[config.mk]
export PLATFORM = sky130hd
export DESIGN_NAME = timebase_sched
export DESIGN_NICKNAME = d
export VERILOG_FILES = /design/src/rtl/timebase_sched.sv
export SDC_FILE = /design/constraint.sdc
export NUM_CORES = 1
export LEC_CHECK = 0
export ABC_CLOCK_PERIOD_IN_PS = 2900
export BUFFER_PORTS_ARGS = -buffer_cell sky130_fd_sc_hd__buf_2
export CAP_MARGIN = 5
export CORE_MARGIN = 4
export CORE_UTILIZATION = 33
export DETAILED_ROUTE_END_ITERATION = 12
export SLEW_MARGIN = 30
export SYNTH_ARGS = -nofsm -noshare
export SYNTH_HDL_FRONTEND = slang
export SYNTH_SLANG_ARGS = --single-unit
[constraint.sdc]
create_clock -name CLK_50M -period 2.9 [get_ports CLK_50M]
set_input_delay 0.29 -clock CLK_50M [delete_from_list [all_inputs] [get_ports CLK_50M]]
set_output_delay 0.29 -clock CLK_50M [all_outputs]
set_load 0.02 [all_outputs]
[src/rtl/timebase_sched.sv]
// -----------------------------------------------------------------------------
// timebase_sched
//
// Central timebase and key auto-repeat scheduler for the clock-calendar
// datapath. A single cascaded prescaler derives a 1 ms wrap from CLK_50M.
// All rate strobes are built from that wrap, so every strobe is a
// single-cycle enable in the CLK_50M domain rather than a divided clock.
//
// Parameters
//   CLK_FREQ    input clock frequency in Hz (multiple of 1000, >= 2000)
//   HOLD_MS     ms a key must be held before auto-repeat starts (1..1023)
//   SLOW_MS     slow repeat period in ms (1..1023)
//   FAST_MS     fast repeat period in ms (1..1023)
//   FAST_AFTER  slow repeats before switching to fast (1..15)
//
// Ports
//   CLK_50M    in   system clock
//   nCLR       in   asynchronous active-low reset
//   RUN        in   1 = ms counter advances (gates TICK_4/TICK_2/TICK_1)
//   SYNC       in   one-cycle pulse; restarts the sub-second phase
//   KEY        in   debounced synchronous key level
//   TICK_1K    out  1 kHz strobe
//   TICK_500   out  500 Hz strobe
//   TICK_4     out  4 Hz strobe (RUN-gated)
//   TICK_2     out  2 Hz strobe (RUN-gated)
//   TICK_1     out  1 Hz strobe (RUN-gated)
//   ADV        out  one-cycle advance pulse for the time-set logic
//   REP_STATE  out  repeat FSM state: 00 IDLE, 01 DELAY, 10 SLOW, 11 FAST
// -----------------------------------------------------------------------------
module timebase_sched #(
    parameter int CLK_FREQ   = 50000000,
    parameter int HOLD_MS    = 500,
    parameter int SLOW_MS    = 250,
    parameter int FAST_MS    = 50,
    parameter int FAST_AFTER = 4
) (
    input  logic       CLK_50M,
    input  logic       nCLR,
    input  logic       RUN,
    input  logic       SYNC,
    input  logic       KEY,
    output logic       TICK_1K,
    output logic       TICK_500,
    output logic       TICK_4,
    output logic       TICK_2,
    output logic       TICK_1,
    output logic       ADV,
    output logic [1:0] REP_STATE
);

    localparam int DIV = CLK_FREQ / 1000;
    localparam int PW  = $clog2(DIV);

    localparam logic [PW-1:0] PRESC_LAST = PW'(DIV - 1);
    localparam logic [9:0]    HOLD_LAST  = 10'(HOLD_MS - 1);
    localparam logic [9:0]    SLOW_LAST  = 10'(SLOW_MS - 1);
    localparam logic [9:0]    FAST_LAST  = 10'(FAST_MS - 1);
    localparam logic [3:0]    FAST_CNT   = 4'(FAST_AFTER);

    typedef enum logic [1:0] {
        IDLE  = 2'b00,
        DELAY = 2'b01,
        SLOW  = 2'b10,
        FAST  = 2'b11
    } rep_state_t;

    logic [PW-1:0] presc;
    logic          p500;
    logic [9:0]    ms;
    logic          wrap;
    logic          tick;
    logic          ms_step;

    rep_state_t    state;
    logic [9:0]    timer;
    logic [3:0]    rep_cnt;
    logic          key_d;

    assign wrap    = (presc == PRESC_LAST);
    // A SYNC coinciding with a wrap swallows that wrap everywhere, so the
    // restarted phase never emits a strobe for the abandoned millisecond.
    assign tick    = wrap & ~SYNC;
    assign ms_step = tick & RUN;

    // -------------------------------------------------------------------------
    // Prescaler, 500 Hz phase, ms counter and rate strobes
    // -------------------------------------------------------------------------
    // NOTE: asynchronous active-low reset lives in the sensitivity list so the
    // outputs clear the moment nCLR falls, without waiting for a clock edge.
    always_ff @(posedge CLK_50M or negedge nCLR) begin
        if (!nCLR) begin
            presc    <= '0;
            p500     <= 1'b0;
            ms       <= '0;
            TICK_1K  <= 1'b0;
            TICK_500 <= 1'b0;
            TICK_4   <= 1'b0;
            TICK_2   <= 1'b0;
            TICK_1   <= 1'b0;
        end else begin
            // NOTE: non-blocking assignments everywhere in clocked logic, so
            // every strobe below sees the pre-edge values of presc/p500/ms.
            if (SYNC) begin
                presc <= '0;
                p500  <= 1'b0;
                ms    <= '0;
            end else if (wrap) begin
                presc <= '0;
                p500  <= ~p500;
                if (RUN) begin
                    ms <= (ms == 10'd999) ? 10'd0 : ms + 10'd1;
                end
            end else begin
                presc <= presc + 1'b1;
            end

            TICK_1K  <= tick;
            TICK_500 <= tick & p500;
            TICK_4   <= ms_step & ((ms == 10'd249) || (ms == 10'd499) ||
                                   (ms == 10'd749) || (ms == 10'd999));
            TICK_2   <= ms_step & ((ms == 10'd499) || (ms == 10'd999));
            TICK_1   <= ms_step & (ms == 10'd999);
        end
    end

    // -------------------------------------------------------------------------
    // Key auto-repeat scheduler. The timer counts prescaler wraps, not the
    // RUN-gated ms counter, so repeat pacing continues while time is paused.
    // key_d resets to 1: a key held through reset must be released first.
    // -------------------------------------------------------------------------
    always_ff @(posedge CLK_50M or negedge nCLR) begin
        if (!nCLR) begin
            state   <= IDLE;
            timer   <= '0;
            rep_cnt <= '0;
            key_d   <= 1'b1;
            ADV     <= 1'b0;
        end else begin
            key_d <= KEY;
            ADV   <= 1'b0;
            // Release beats any coincident timer expiry.
            if (!KEY) begin
                state   <= IDLE;
                timer   <= '0;
                rep_cnt <= '0;
            end else begin
                case (state)
                    IDLE: begin
                        if (!key_d) begin
                            ADV   <= 1'b1;
                            state <= DELAY;
                            timer <= '0;
                        end
                    end
                    DELAY: begin
                        if (tick) begin
                            if (timer == HOLD_LAST) begin
                                ADV     <= 1'b1;
                                state   <= SLOW;
                                timer   <= '0;
                                rep_cnt <= 4'd1;
                            end else begin
                                timer <= timer + 10'd1;
                            end
                        end
                    end
                    SLOW: begin
                        if (tick) begin
                            if (timer == SLOW_LAST) begin
                                ADV     <= 1'b1;
                                timer   <= '0;
                                rep_cnt <= rep_cnt + 4'd1;
                                if ((rep_cnt + 4'd1) >= FAST_CNT) begin
                                    state <= FAST;
                                end
                            end else begin
                                timer <= timer + 10'd1;
                            end
                        end
                    end
                    FAST: begin
                        if (tick) begin
                            if (timer == FAST_LAST) begin
                                ADV   <= 1'b1;
                                timer <= '0;
                            end else begin
                                timer <= timer + 10'd1;
                            end
                        end
                    end
                    default: state <= IDLE;
                endcase
            end
        end
    end

    assign REP_STATE = state;

endmodule
==> impl_metrics.ini, run 1 <==
[outcome]
status = complete, but fails checks
violations = negative hold slack

[sta]
rsz0062_at_grt = no
finalClockSkew_ns = 0.00649
period_needed_ns = 2.48
finalCritPeriodShare_pct = 85.4
tns_ns = 0
slew_headroom_pct = 40.4
report.final.setup_viol = 0
worst_hold_slack_ns = -0.0118
slew_viol_final = 0
fmax_mhz = 404
worst_pin_slew_ns = 0.888
hold_viol = 21

[synthesis]
synth_cell_types = 54
synth_most_common_cell = dfrtp_1
ys_top_cells_by_count = dfrtp_1, nor2_1, nand2_1
syn_avg_cell_area_um2 = 9.42
synth_top_cell_by_area = dfrtp_1
synth.area.top_cells = dfrtp_1, ha_1, nor2_1
synthArstFlopShare_pct = 100
synth-edff-count = 0
synth_top_area_share_pct = 43.4
syn-num-nets = 315
syn_area_um2 = 2830
yosysSeqAreaShare_pct = 44.3
synth-warning-count = 0
synth-main-ff-cell = dfrtp_1
syn_inst = 300
synth_seq_cells = 50

[placement]
port_buffers = 12
routabilityCongestion = 0.794
post-dp-hpwl_um = 4200

[detailed_routing]
vias_per_cell = 5.45
route.vias.total = 2277
drt-total-wl_um = 5880
drtAntennaViolNets = 0
drcViolationCount = 0
drt-pass1-iter-count = 4
wl_per_cell_um = 14.1
initialDrtViolationCount = 99

[job]
max_cap_violations = 0

[cts]
cts_max_path_buffers = 2
clock_sinks = 50
cts_buffers = 5
post_cts_buffers = 0
cts_root_buffer = clkbuf_8
cts_tree = built
cts_resized = 0
htree_levels = 2
cts_hold_buffers = 0
clk_pin_slew_ns = 0.09
clk_latency_ns = 0.30

[finish]
syn2layout_area_growth_pct = 9.47
drive_above_1_share_pct = 10.5
fin_nets = 327
diodes = 0
postLayoutCoreUtil_pct = 37.5
nFillCells = 826

[worst_setup_path]
cp.arrival_ns = 2.67
worst_setup_path_start_kind = flip-flop
required_ns = 3.09
crit_path_end_kind = flip-flop
crit_fanout = 5
criticalPathCategory = reg -> reg
r2r_setup_slack_ns = 0.42

[floorplan]
design.die.area_um2 = 10100
die_w_um = 101
rows = 33
ioPinCount = 13
start_util_pct = 34.2
core_area_um2 = 8260
fp.dieH_um = 101

[global_route]
grt_pass1_vias = 2265
grt_max_degree = 28
grt_usage_pct = 12.4
grt_overflow = 0
antenna_found_initial = 0
grt_pass1_wl_um = 10400

[pwr]
power.leakage_uw = 0.00128
p_per_area_nw_per_um2 = 483
peakVddDrop_v = 0.000200

[hold_path]
hold_class = in -> async
## cell usage in the layout (no fill, tap or decap), types with 2 or more instances in the layout
| cell type | count |
|---|---|
| a22oi_1 | 4 |
| buf_2 | 12 |
| nand2b_1 | 6 |
| dfrtp_1 | 49 |
| a311oi_1 | 3 |
| o221ai_1 | 2 |
| or2_2 | 3 |
| o21ai_1 | 3 |
| o41ai_1 | 3 |
| xnor2_1 | 5 |
| o21ai_0 | 11 |
| nor4_1 | 3 |
| a21boi_0 | 4 |
| xor2_1 | 10 |
| or4bb_1 | 2 |
| inv_1 | 9 |
| a21oi_1 | 3 |
| ha_1 | 10 |
| a41oi_1 | 2 |
| nand3_1 | 22 |
| a31oi_1 | 4 |
| o211ai_1 | 5 |
| o2bb2ai_1 | 2 |
| o31ai_1 | 9 |
| and2_1 | 2 |
| buf_4 | 3 |
| nand2_1 | 26 |
| nor2_1 | 32 |
| and4b_1 | 2 |
| and3_1 | 13 |
| or3_1 | 5 |
| clkbuf_8 | 6 |
| nand4_1 | 5 |
| nand3b_1 | 2 |
| mux2_1 | 2 |
| nor3_1 | 7 |
## layer usage
metal | up-vias | track usage (%) | share of wire (%)
li1 | 1123 | - | -
met1 | 1105 | 16.6 | 49
met2 | 42 | 20.1 | 46
met3 | 7 | 2.08 | 3.5
met4 | 0 | 4.66 | 1.6
met5 | - | 0 | 0
## report_power, final
group          switching (uW)  internal, uW  total [uW]  leakage, uW
registers                32.8           726         759     0.000689
logic                     212          98.9         311     0.000542
clock network             233           193         426    0.0000482
total                     478          1020        1500      0.00128
## cells by family after synthesis
kind of cell	share of synthesized area, %
and+or+nand+nor	26.4
AOI/OAI and AO/OA	16.6
DFF	44.3
buffers and inverters	2.52
xor gates and xnor gates	4.65
adders and majority gates	4.43
muxes	1.15
## through the flow
step / power (uW) / instance area [um2] / std cells / setup slack (ns) / hold slack (ns)
final: 1500 / 3090 / 418 / 0.423 / -0.0118
after global routing: 1580 / 3090 / 418 / 0.250 / 0.0377
after CTS: 1510 / 3090 / 418 / 0.426 / 0.00402
after detailed placement: 1090 / 3000 / 410 / 0.442 / 0.344
after global placement: 1080 / 3000 / 410 / 0.451 / 0.334
after floorplan: 991 / 2830 / 300 / 0.551 / -0.00559
## final cells by class
type / count / area (um2) / share of cell area [%]
Multi-Input combinational cell: 231 / 1500 / 48.6
Inverter: 9 / 33.8 / 1.09
Tap cell: 105 / 131 / 4.25
Sequential cell: 50 / 1250 / 40.5
Clock inverter: 1 / 5.00 / 0.162
Clock buffer: 7 / 86.3 / 2.79
Timing Repair Buffer: 15 / 82.6 / 2.67
## state kept, by name, indices dropped and copies added (netlist names)
name       flops
key_d          1
ADV            1
ms            10
timer         10
REP_STATE      2
p500           1
TICK_1K        1
rep_cnt        4
presc         16
TICK_500       1
TICK_2         1
TICK_1         1
TICK_4         1
## worst max-delay path: stages (launching register included)
cell,delay (ns)
dfrtp_1,0.43
or4bb_1,0.57
or4_4,0.61
o31ai_4,0.31
nand2_2,0.10
mux2_1,0.34
## final timing paths
| path | start | to | cells after the start |
|---|---|---|---|
| min in group CLK_50M | KEY | key_d | 1 |
| hold / removal | nCLR | rep_cnt[2] | 1 |
| setup / recovery | presc[4] | rep_cnt[0] | 5 |
| setup reg to reg | presc[4] | rep_cnt[0] | 5 |
| hold reg to reg | presc[0] | presc[0] | 1 |
| max in group asynchronous | nCLR | key_d | 2 |
(Power assumes the default switching activity.)
==> inputs of run 2 (changes only) <==
--- a/config.mk
+++ b/config.mk
@@ -5,7 +5,7 @@
 export SDC_FILE = /design/constraint.sdc
 export NUM_CORES = 1
 export LEC_CHECK = 0
-export ABC_CLOCK_PERIOD_IN_PS = 2900
+export ABC_CLOCK_PERIOD_IN_PS = 2300
 export BUFFER_PORTS_ARGS = -buffer_cell sky130_fd_sc_hd__buf_2
 export CAP_MARGIN = 5
 export CORE_MARGIN = 4
==> constraint.sdc (replaced) <==
create_clock -name CLK_50M -period 2.3 [get_ports CLK_50M]
set_input_delay 0.23 -clock CLK_50M [delete_from_list [all_inputs] [get_ports CLK_50M]]
set_output_delay 0.23 -clock CLK_50M [all_outputs]
set_load 0.02 [all_outputs]
==> impl_metrics.ini, run 2 (synthesis results as in run 1) <==
[global_route]
grt_max_degree = 28
grt_pass1_wl_um = 11000
grt_overflow = 0
grt_pass1_vias = 2338
grt_usage_pct = 13.1
antenna_found_initial = 0

[cts]
cts_root_buffer = clkbuf_8
cts_tree = built
clk_latency_ns = 0.30
cts_buffers = 5
htree_levels = 2
clk_pin_slew_ns = 0.09
cts_max_path_buffers = 2
clock_sinks = 50

[floorplan]
die_w_um = 101
fp.dieH_um = 101
core_area_um2 = 8260
start_util_pct = 34.2
rows = 33
design.die.area_um2 = 10100
ioPinCount = 13

[sta]
report.final.setup_viol = 2
fmax_mhz = 432
tns_ns = -0.0187
slew_viol_final = 0
rsz0062_at_grt = yes
worst_hold_slack_ns = 0.159
finalClockSkew_ns = 0.00539
worst_pin_slew_ns = 0.598
hold_viol = 0
slew_headroom_pct = 59.8
period_needed_ns = 2.31
finalCritPeriodShare_pct = 101
fin_ws_ns = -0.0150

[pwr]
p_per_area_nw_per_um2 = 560
power.leakage_uw = 0.00147
peakVddDrop_v = 0.000230

[detailed_routing]
route.vias.total = 2400
drtAntennaViolNets = 0
drt-pass1-iter-count = 4
drcViolationCount = 0
wl_met3_um = 188
routed-wl-met2_um = 2790
initialDrtViolationCount = 107
drt-total-wl_um = 6090
m1WireLength_um = 3010
wl_per_cell_um = 13.5
maxUsedRoutingLayer = met4
vias_per_cell = 5.33

[worst_setup_path]
crit_fanout = 5
worst_path_dominant_cell_family = simple AND/OR/NAND/NOR gates
worst_setup_path_start_kind = flip-flop
criticalPathCategory = reg -> reg
crit_chain = or4bb_1, or4_4, o31ai_4, nand2_2, mux2_4
required_ns = 2.49
crit_path_top_delay_cell = or4_4
critPathBufInv = 0
crit_path_end_kind = flip-flop
cp.arrival_ns = 2.50
cpPeakStageDelay_ns = 0.62

[finish]
fin_nets = 359
drive_above_1_share_pct = 21.4
diodes = 0
largest_reg_flops = 16
syn2layout_area_growth_pct = 20.7
layout_common_cells = dfrtp_1, nor2_1, buf_4
top_regs = presc x16, ms x10, timer x10
largest_register = presc
mostFrequentLayoutCell = dfrtp_1

[placement]
routabilityCongestion = 0.784
port_buffers = 12
post-dp-hpwl_um = 4460
place_ws_ns = -0.0188

[outcome]
violations = negative setup slack
status = complete, but fails checks

[hold_path]
hold_class = in -> reg

[job]
max_cap_violations = 0
## run 2: layout make-up
type,count,area [um2]
Fill cell,830,4850
Multi-Input combinational cell,231,1560
Sequential cell,50,1250
Timing Repair Buffer,47,358
Tap cell,105,131
Clock buffer,8,80.1
Inverter,9,33.8
## run 2: worst paths after layout
path                           from          to  slack [ns]  cells past startpoint
setup / recovery           presc[5]  rep_cnt[1]       -0.01                      5
hold / removal                  KEY       key_d        0.16                      1
setup reg to reg           presc[5]  rep_cnt[1]       -0.01                      5
hold reg to reg            presc[0]    presc[0]        0.49                      1
max in group asynchronous      nCLR       key_d        1.25                      3
min in group asynchronous      nCLR       ms[6]        0.45                      2
## run 2: through the flow
stage	area, um2	std cells	utilization (%)	total power [uW]
2_1_floorplan	2830	300	-	1250
3_3_place_gp	3250	439	39.3	1410
3_5_place_dp	3250	439	39.3	1420
4_1_cts	3350	448	40.6	1920
5_1_grt	3410	450	41.3	2040
6_report	3410	450	41.3	1910
## run 2: worst register-to-register path: cells and delay by family, from the launching register on
| family | cells | cell delay [ns] |
|---|---|---|
| and+or+nand+nor | 3 | 1.29 |
| DFF | 1 | 0.39 |
| muxes | 1 | 0.32 |
| AOI/OAI and AO/OA | 1 | 0.22 |
## run 2: repair_timing
| action | 4_1_cts | 5_1_grt |
|---|---|---|
| setup buffers | 0 | 2 |
| hold buffers | 1 | 0 |
| cloned | 0 | 0 |
| setup endpoints to repair | 6 | 17 |
| pin swaps | 1 | 3 |
| endpoints found under the hold margin | 23 | 0 |
| resized for setup | 4 | 12 |
## run 2: report_power, final
group,total [uW],switching [uW],internal (uW)
clock,489,272,217
sequential,959,44.0,915
combinational,461,284,178
## run 2: per-layer routing
layer  up-vias  track usage, %
li1       1191               -
met1      1168            18.5
met5         -               0
met3        10            2.63
met2        31            20.4
met4         0            3.94
